$ cat config.mk
export PLATFORM = sky130hd
export DESIGN_NAME = load_store_unit
export DESIGN_NICKNAME = d
export VERILOG_FILES = /design/src/rtl/riscv_pkg.sv /design/src/rtl/load_extender.sv /design/src/rtl/load_store_unit.sv
export SDC_FILE = /design/constraint.sdc
export NUM_CORES = 1
export LEC_CHECK = 0
export CAP_MARGIN = 25
export CORE_UTILIZATION = 39
export DETAILED_ROUTE_END_ITERATION = 16
export GPL_TIMING_DRIVEN = 0
export PLACE_DENSITY = 0.83
export SYNTH_ARGS = -nofsm -noshare
export SYNTH_HDL_FRONTEND = slang
export SYNTH_SLANG_ARGS = --single-unit
$ cat constraint.sdc
create_clock -name clk_i -period 5.1 [get_ports clk_i]
set_clock_uncertainty 0.1 [all_clocks]
set_input_delay 1.02 -clock clk_i [delete_from_list [all_inputs] [get_ports clk_i]]
set_output_delay 1.02 -clock clk_i [all_outputs]
set_load 0.02 [all_outputs]
$ cat src/rtl/riscv_pkg.sv
// riscv_pkg: memory-stage encodings, LSU state type and byte-enable helper
package riscv_pkg;
  localparam logic [1:0] MEM_NONE = 2'b00;
  localparam logic [1:0] MEM_SB   = 2'b01;
  localparam logic [1:0] MEM_SH   = 2'b10;
  localparam logic [1:0] MEM_SW   = 2'b11;
  localparam logic [2:0] EXT_LW  = 3'b000;
  localparam logic [2:0] EXT_LB  = 3'b001;
  localparam logic [2:0] EXT_LH  = 3'b010;
  localparam logic [2:0] EXT_LBU = 3'b101;
  localparam logic [2:0] EXT_LHU = 3'b110;
  typedef enum logic [1:0] {IDLE, BUSY, DONE} lsu_state_t;
  // size uses the MEM_* codes: byte, half or word
  function automatic logic [3:0] byte_enables(input logic [1:0] size, input logic [1:0] offset);
    return size == MEM_SB ? 4'b0001 << offset : size == MEM_SH ? (offset[1] ? 4'b1100 : 4'b0011) : 4'b1111;
  endfunction
endpackage

$ cat src/rtl/load_extender.sv
// load_extender: selects the addressed lane of a read word and sign/zero-extends it
module load_extender
  import riscv_pkg::*;
(
  input  logic [31:0] word,
  input  logic [1:0]  offset,
  input  logic [2:0]  extend,
  output logic [31:0] result
);
  logic [7:0]  lane_b;
  logic [15:0] lane_h;
  // lane select then extension; unknown extend codes fall through to the full word
  always_comb begin
    lane_b = word[8*offset +: 8];
    lane_h = offset[1] ? word[31:16] : word[15:0];
    result = extend == EXT_LB  ? {{24{lane_b[7]}}, lane_b} :
             extend == EXT_LBU ? {24'b0, lane_b} :
             extend == EXT_LH  ? {{16{lane_h[15]}}, lane_h} :
             extend == EXT_LHU ? {16'b0, lane_h} : word;
  end
endmodule

$ cat src/rtl/load_store_unit.sv
// load_store_unit: single-outstanding data-memory access FSM with store formatting and load extension
module load_store_unit
  import riscv_pkg::*;
#(
  parameter int TIMEOUT_CYCLES = 255,
  parameter int COUNTER_WIDTH  = 8
) (
  input  logic        clk_i,
  input  logic        rst_ni,
  input  logic        valid_i,
  input  logic [1:0]  memory_write_i,
  input  logic        result_source_i,
  input  logic [2:0]  result_extend_control_i,
  input  logic [31:0] address_i,
  input  logic [31:0] write_data_i,
  output logic        stall_o,
  output logic [31:0] read_data_o,
  output logic        read_valid_o,
  output logic        misaligned_o,
  output logic        error_o,
  output logic        bus_request_o,
  output logic        bus_write_o,
  output logic [31:0] bus_address_o,
  output logic [3:0]  bus_byte_enable_o,
  output logic [31:0] bus_write_data_o,
  input  logic        bus_ready_i,
  input  logic [31:0] bus_read_data_i
);
  lsu_state_t               state;
  logic [COUNTER_WIDTH-1:0] count;
  logic [2:0]               ext_q;
  logic [1:0]               off_q;
  logic                     is_load_q;
  logic                     is_store;
  logic                     access;
  logic                     misaligned;
  logic                     timeout;
  logic [1:0]               size;
  logic [31:0]              store_data;
  logic [31:0]              ext_data;
  // decode the incoming instruction; a store wins over a simultaneous load
  always_comb begin
    is_store   = memory_write_i != MEM_NONE;
    access     = valid_i & (is_store | result_source_i);
    size       = is_store ? memory_write_i :
                 result_extend_control_i[1:0] == 2'b01 ? MEM_SB :
                 result_extend_control_i[1:0] == 2'b10 ? MEM_SH : MEM_SW;
    misaligned = (size == MEM_SH & address_i[0]) | (size == MEM_SW & |address_i[1:0]);
    store_data = memory_write_i == MEM_SB ? {4{write_data_i[7:0]}} :
                 memory_write_i == MEM_SH ? {2{write_data_i[15:0]}} : write_data_i;
    timeout    = TIMEOUT_CYCLES != 0 && count == COUNTER_WIDTH'(TIMEOUT_CYCLES - 1);
  end
  assign stall_o       = state == BUSY | (state == IDLE & access & ~misaligned);
  assign misaligned_o  = state == IDLE & access & misaligned;
  assign bus_request_o = state == BUSY;
  load_extender u_ext (
    .word   (bus_read_data_i),
    .offset (off_q),
    .extend (ext_q),
    .result (ext_data)
  );
  // access FSM: latch request in IDLE, wait for ready or timeout in BUSY, report in DONE
  always_ff @(posedge clk_i) begin
    if (!rst_ni) begin
      state             <= IDLE;
      count             <= '0;
      ext_q             <= EXT_LW;
      off_q             <= '0;
      is_load_q         <= 1'b0;
      read_data_o       <= '0;
      read_valid_o      <= 1'b0;
      error_o           <= 1'b0;
      bus_write_o       <= 1'b0;
      bus_address_o     <= '0;
      bus_byte_enable_o <= '0;
      bus_write_data_o  <= '0;
    end else begin
      read_valid_o <= 1'b0;
      error_o      <= 1'b0;
      case (state)
        IDLE: if (access & ~misaligned) begin
          state             <= BUSY;
          count             <= '0;
          bus_address_o     <= {address_i[31:2], 2'b00};
          bus_write_o       <= is_store;
          bus_byte_enable_o <= byte_enables(size, address_i[1:0]);
          bus_write_data_o  <= store_data;
          ext_q             <= result_extend_control_i;
          off_q             <= address_i[1:0];
          is_load_q         <= ~is_store;
        end
        BUSY: begin
          count <= count + 1'b1;
          if (bus_ready_i | timeout) begin
            state        <= DONE;
            read_valid_o <= is_load_q;
            error_o      <= ~bus_ready_i;
            if (is_load_q) read_data_o <= bus_ready_i ? ext_data : '0;
          end
        end
        default: begin
          state <= IDLE;
          count <= '0;
        end
      endcase
    end
  end
endmodule
* Word-level counts from Yosys, hierarchy flattened
Cells that the tools add are included.
Storage, ports and cells: output and inout bits 106, logic and storage cells 70, input bits 106, flip-flop bits (word level) 117
Cells by class: bitwise operators 14, $add $sub $neg 1, shifts and indexed selects 2, multiplexer cells 19, reduce and logical (&&, ||, !) cells 7, eq/ne operators 15
Operator list (count):
- $mux 32 | 7
- $shiftx 32x6->8 | 1
- $mux 16 | 1
- $pmux 8 s2 | 1
- $mux 4 | 3
- $add 8x1->8 const B | 1
- $eq 2x1->1 const B | 4
- $eq 2x2->1 const B | 4
- $eq 8x8->1 const B | 1
- $mux 2 | 4
- $mux 8 | 1
- $and 1x1->1 | 7
- $eq 3x3->1 const B | 2
- $reduce_and 3->1 | 2
- $ne 2x1->1 const B | 2
- $or 1x1->1 | 4
- $pmux 2 s2 | 1
- $reduce_and 2->1 | 2
- $shl 1x2->4 const A | 1
- $eq 3x1->1 const B | 1
- $eq 3x2->1 const B | 1
- $not 1->1 | 3
- $logic_not 2->1 | 1
- $reduce_bool 2->1 | 1
- 2 further kinds | 2

* Depth between registers and ports, before layout
depth in word-level cells 11, gate-level depth with buffers 8, depth with buffers taken out 6

* Modules after synthesis
A second synthesis with hierarchy kept.
Second synthesis, totals: cells, all modules 653, area total of the unflattened synthesis 5614.1 µm²
By module, submodules not included:
- load_store_unit | instances 1, cells each 512, area an instance 4608.2 µm², seq. area each 2342.2 µm²
- load_extender | instances 1, cells each 141, area an instance 1006.0 µm², seq. area each 0.0 µm²

* Least setup slack after synthesis
OpenSTA, ideal clock, no wires.
path type input to output, from in memory_write_i[1], to out stall_o, buffers on the path 3, required time 3980 ps, slack 1790 ps, cell stages on the path 7, arrival 2190 ps, cell sequence buf_2 > or3_4 > nand3_2 > a21o_1 > buf_4 > buf_2 > nand2_1
On the way: longest elaborated chain between the ends 8, elaborated cells between the ends (all ways) 13, those cells by class eq/ne (2); mux (1); bitwise (9); reduce/logical (1)
RTL lines:
- start: declaration | line load_store_unit.sv:11 | input logic [1:0] memory_write_i,
- $reduce_bool 2->1 | line load_store_unit.sv:43 | is_store = memory_write_i != MEM_NONE;
- $mux 2 | line load_store_unit.sv:45 | size = is_store ? memory_write_i :
- $eq 2x2->1 | line load_store_unit.sv:48 | misaligned = (size == MEM_SH & address_i[0]) | (size == MEM_SW & |address_i[1:0]);
- $and 1x1->1 | line load_store_unit.sv:48
- $or 1x1->1 | line load_store_unit.sv:48
- $not 1->1 | line load_store_unit.sv:53 | assign stall_o = state == BUSY | (state == IDLE & access & ~misaligned);
- $and 1x1->1 (*) | line load_store_unit.sv:53
- $or 1x1->1 (*) | line load_store_unit.sv:53
- end: declaration | line load_store_unit.sv:16 | output logic stall_o,
Every way passes the cells marked *; elsewhere a longest branch is shown, timed or not.

* Worst setup path after layout
from in memory_write_i[0], to out stall_o
Same word-level chain as after synthesis.

==> summary.md <==
| Metric | Value |
|---|---|
| Status | finished clean |
| Crit-path max FO | 10 |
| Commonest cells in the netlist | nand2_1, dfxtp_1, a21oi_1 |
| Post-CTS setup buffers | 0 |
| Placed inst area | a little under 0.008 mm^2 |
| Initial core utilization | between 40% and 50% |
| GR Util met2 | between 30% and 40% |
| HPWL Detailed | 12600 um |
| First-pass GRT wire length | 27300 um |
| Port Buffers | 208 |
| Leak | about 3.2 nW |
| Max Slew Vio Count | 0 |
| Cells along the critical path | clkdlybuf4s50_1, or3_4, nand3_2, a21o_1, buf_4, buf_2, nand2_1, clkdlybuf4s50_1 |
| Final period utilization | 87.8% |
| CTS sink count | 117 |
| Diode count | 0 |
| Die W | 120 um |
| Critical path class | in -> out |
| Drt drc | 0 |
| Ys Warns | 0 |
| Met3 usage in global routing | 7.79% |
| Initial DRT Pass Iterations | 6 |
| MaxCap Viol Count | 0 |
| Synth Cell Area | 0.00542 mm^2 |
| WL/cell | 16.0 um |
| Area of the multi-input gates | about 0.0028 mm^2 |
| Die Ht | 120 um |
| Clock latency on the worst-skew pair | 410 ps |
| Highest clock rate | roughly 0.22 GHz |
| Worst Path Required | 3980 ps |
| Setup ws final | 625 ps |
| DR vias | 5654 |
| Final Hold Fails | 0 |
| Post_cts resized | 0 |
| Initial antenna violation count | 0 |
| Reg2reg path depth | 7 |
| Syn Area/Cell | 8.27 um^2 |
| Netlist cell types | 46 |
| RePlAce Congestion | 0.874 |
| Dpl ws | 609 ps |
| Seq/Total Area, Yosys | 43.2% |
| RSZ-0062 raised after global routing | no |
| Area delta synth->final | 53.9% |
| Nature of the critical path startpoint | primary input |
| Fin util | 62.3% |
| Core Region | roughly 0.013 mm^2 |
| Yosys top cell area share | 43.2% |
| Slew HR | between 50% and 60% |
| DR vias/cell | 5.27 |
| GRT Total Usage | 24.4% |
| FILL cells | 1138 |
| Die area | 0.0144 mm^2 |
| Antenna viol nets, final | 0 |
| Power per Cell Area | about 320 mW/mm^2 |
| Synthesized flop and latch total | 117 |
| Most frequent CP cell | clkdlybuf4s50_1 |
| CTS tree | built |
| Cell count after synthesis | 655 |
| Number of global-route vias before repair | roughly 5400 |
| Worst-Margin Slew | around 680 ps |
| Hold buffers post-CTS | 0 |
| Root Buffer | clkbuf_16 |
| I/O pins | 212 |
| Gr busiest metal | met2 |
| Total CTS buffers | 17 |
| Cell taking the most area after synthesis | dfxtp_1 |
| Worst Path Arrival | between 3000 and 4000 ps |
| Routed WL | 17200 um |
| Clock transition at the registers of the reported paths | 50 ps |
| CTS H-tree lvls | 4 |
| Fin crit period | 4480 ps |
| Final instance area | 0.00834 mm^2 |
| Worst hold path stage count | 2 |
| Worst vdd ir | 0.177 mV |
| Critical Path Sink Type | output port |
| Count leader, synth | nand2_1 |
| Final setup fails | 0 |
| Pin count of the biggest net entering global routing | 17 |
| Placement row count | 42 |
| Slowest-stage cell, CP | clkdlybuf4s50_1 |
| EDFF count, synth | 0 |
| Hold Path Class | reg -> reg |
| Top_reg_cell synth | dfxtp_1 |
| Met1 usage | 29.9% |
| Final net count | 991 |
| Ranking of synthesized cells by area | dfxtp_1, nand2_1, mux2i_1, a21oi_1, nor2_1 |
| Slowest cell delay on critical path | 590 ps |
| Post-synthesis async set-or-reset flop share | 0% |
| Gr ovfl total | 0 |
| Layout cells sized above 1 | 8.26% |
| FF+latch area | 0.00234 mm^2 |
| DRT iter0 DRCs | approximately 470 |
| Post-route setup TNS | 0 ps |
| Clock Path Buffers | 2 |
==> path summary, 6_finish.rpt <==
| kind | end | startpoint | slack (ps) |
|---|---|---|---|
| max reg2reg | read_data_o[20] | count[0] | 2990 |
| min | bus_address_o[29] | bus_address_o[29] | 350 |
| max | stall_o | memory_write_i[0] | 620 |
| min reg2reg | bus_address_o[29] | bus_address_o[29] | 350 |
==> kinds of logic after synthesis <==
logic type,after synthesis,share of synthesized area [%]
AO/OA/AOI/OAI,162,19.7
XOR/XNOR,1,0.300
adder cells (fa/ha/maj),2,0.462
buffers and inverters,59,5.26
flip-flops,117,43.2
multiplexers,47,10.5
other,1,0.0692
AND/OR/NAND/NOR,266,20.4
==> metal layers <==
metal	vias up	share of wire, %
li1	2742	-
met1	2554	43
met2	307	45
met3	51	9.7
met4	0	2.5
met5	-	0
==> final cells by class <==
type                       instances  area share [%]
clock inverter                    10            1.83
tap                              176            2.64
timing repair buffer             208            25.0
inverter                           9           0.405
multi-input combinational        480            33.5
clock buffer                      22            5.56
sequential                       117            28.1
buffer                            50            3.01
==> flip-flops by register name (all words and copies together) (netlist names) <==
register           cells
bus_write_data_o      32
read_data_o           32
bus_address_o         30
count                  8
bus_byte_enable_o      4
ext_q                  3
off_q                  2
state                  2
bus_write_o            1
error_o                1
is_load_q              1
read_valid_o           1
==> placed cells by master (no fill, tap or decap), types with 6 or more instances in the layout <==
cell type / count
a22o_1: 11
nand2b_1: 9
mux2i_1: 39
and3_1: 8
buf_4: 9
o21ai_0: 15
dfxtp_1: 117
a21oi_1: 70
buf_2: 17
inv_1: 6
nor2_1: 51
nand2_1: 164
clkdlybuf4s50_1: 208
clkbuf_16: 17
a211oi_1: 16
mux4_2: 8
o22ai_1: 6
nor3_1: 12
o211ai_1: 17
nand3_1: 11
clkbuf_1: 25
==> power by group <==
group / total, mW / switching (mW) / internal (mW)
Sequential: 0.981 / 0.0244 / 0.956
Combinational: 0.470 / 0.243 / 0.227
Clock: 1.26 / 0.421 / 0.839
==> through the flow <==
stage	cells	power, mW	hold WS, ps
2_1_floorplan	656	1.23	358
3_3_place_gp	1040	1.46	336
3_5_place_dp	1040	1.46	344
4_1_cts	1072	2.72	353
5_1_grt	1072	2.81	371
6_report	1072	2.71	350
==> worst max-delay path, delay by kind of cell <==
kind | cells | cell delay (ps)
buffers and inverters | 4 | 1560
AND/OR/NAND/NOR | 3 | 670
AO/OA/AOI/OAI | 1 | 100
(Power assumes the default switching activity.)
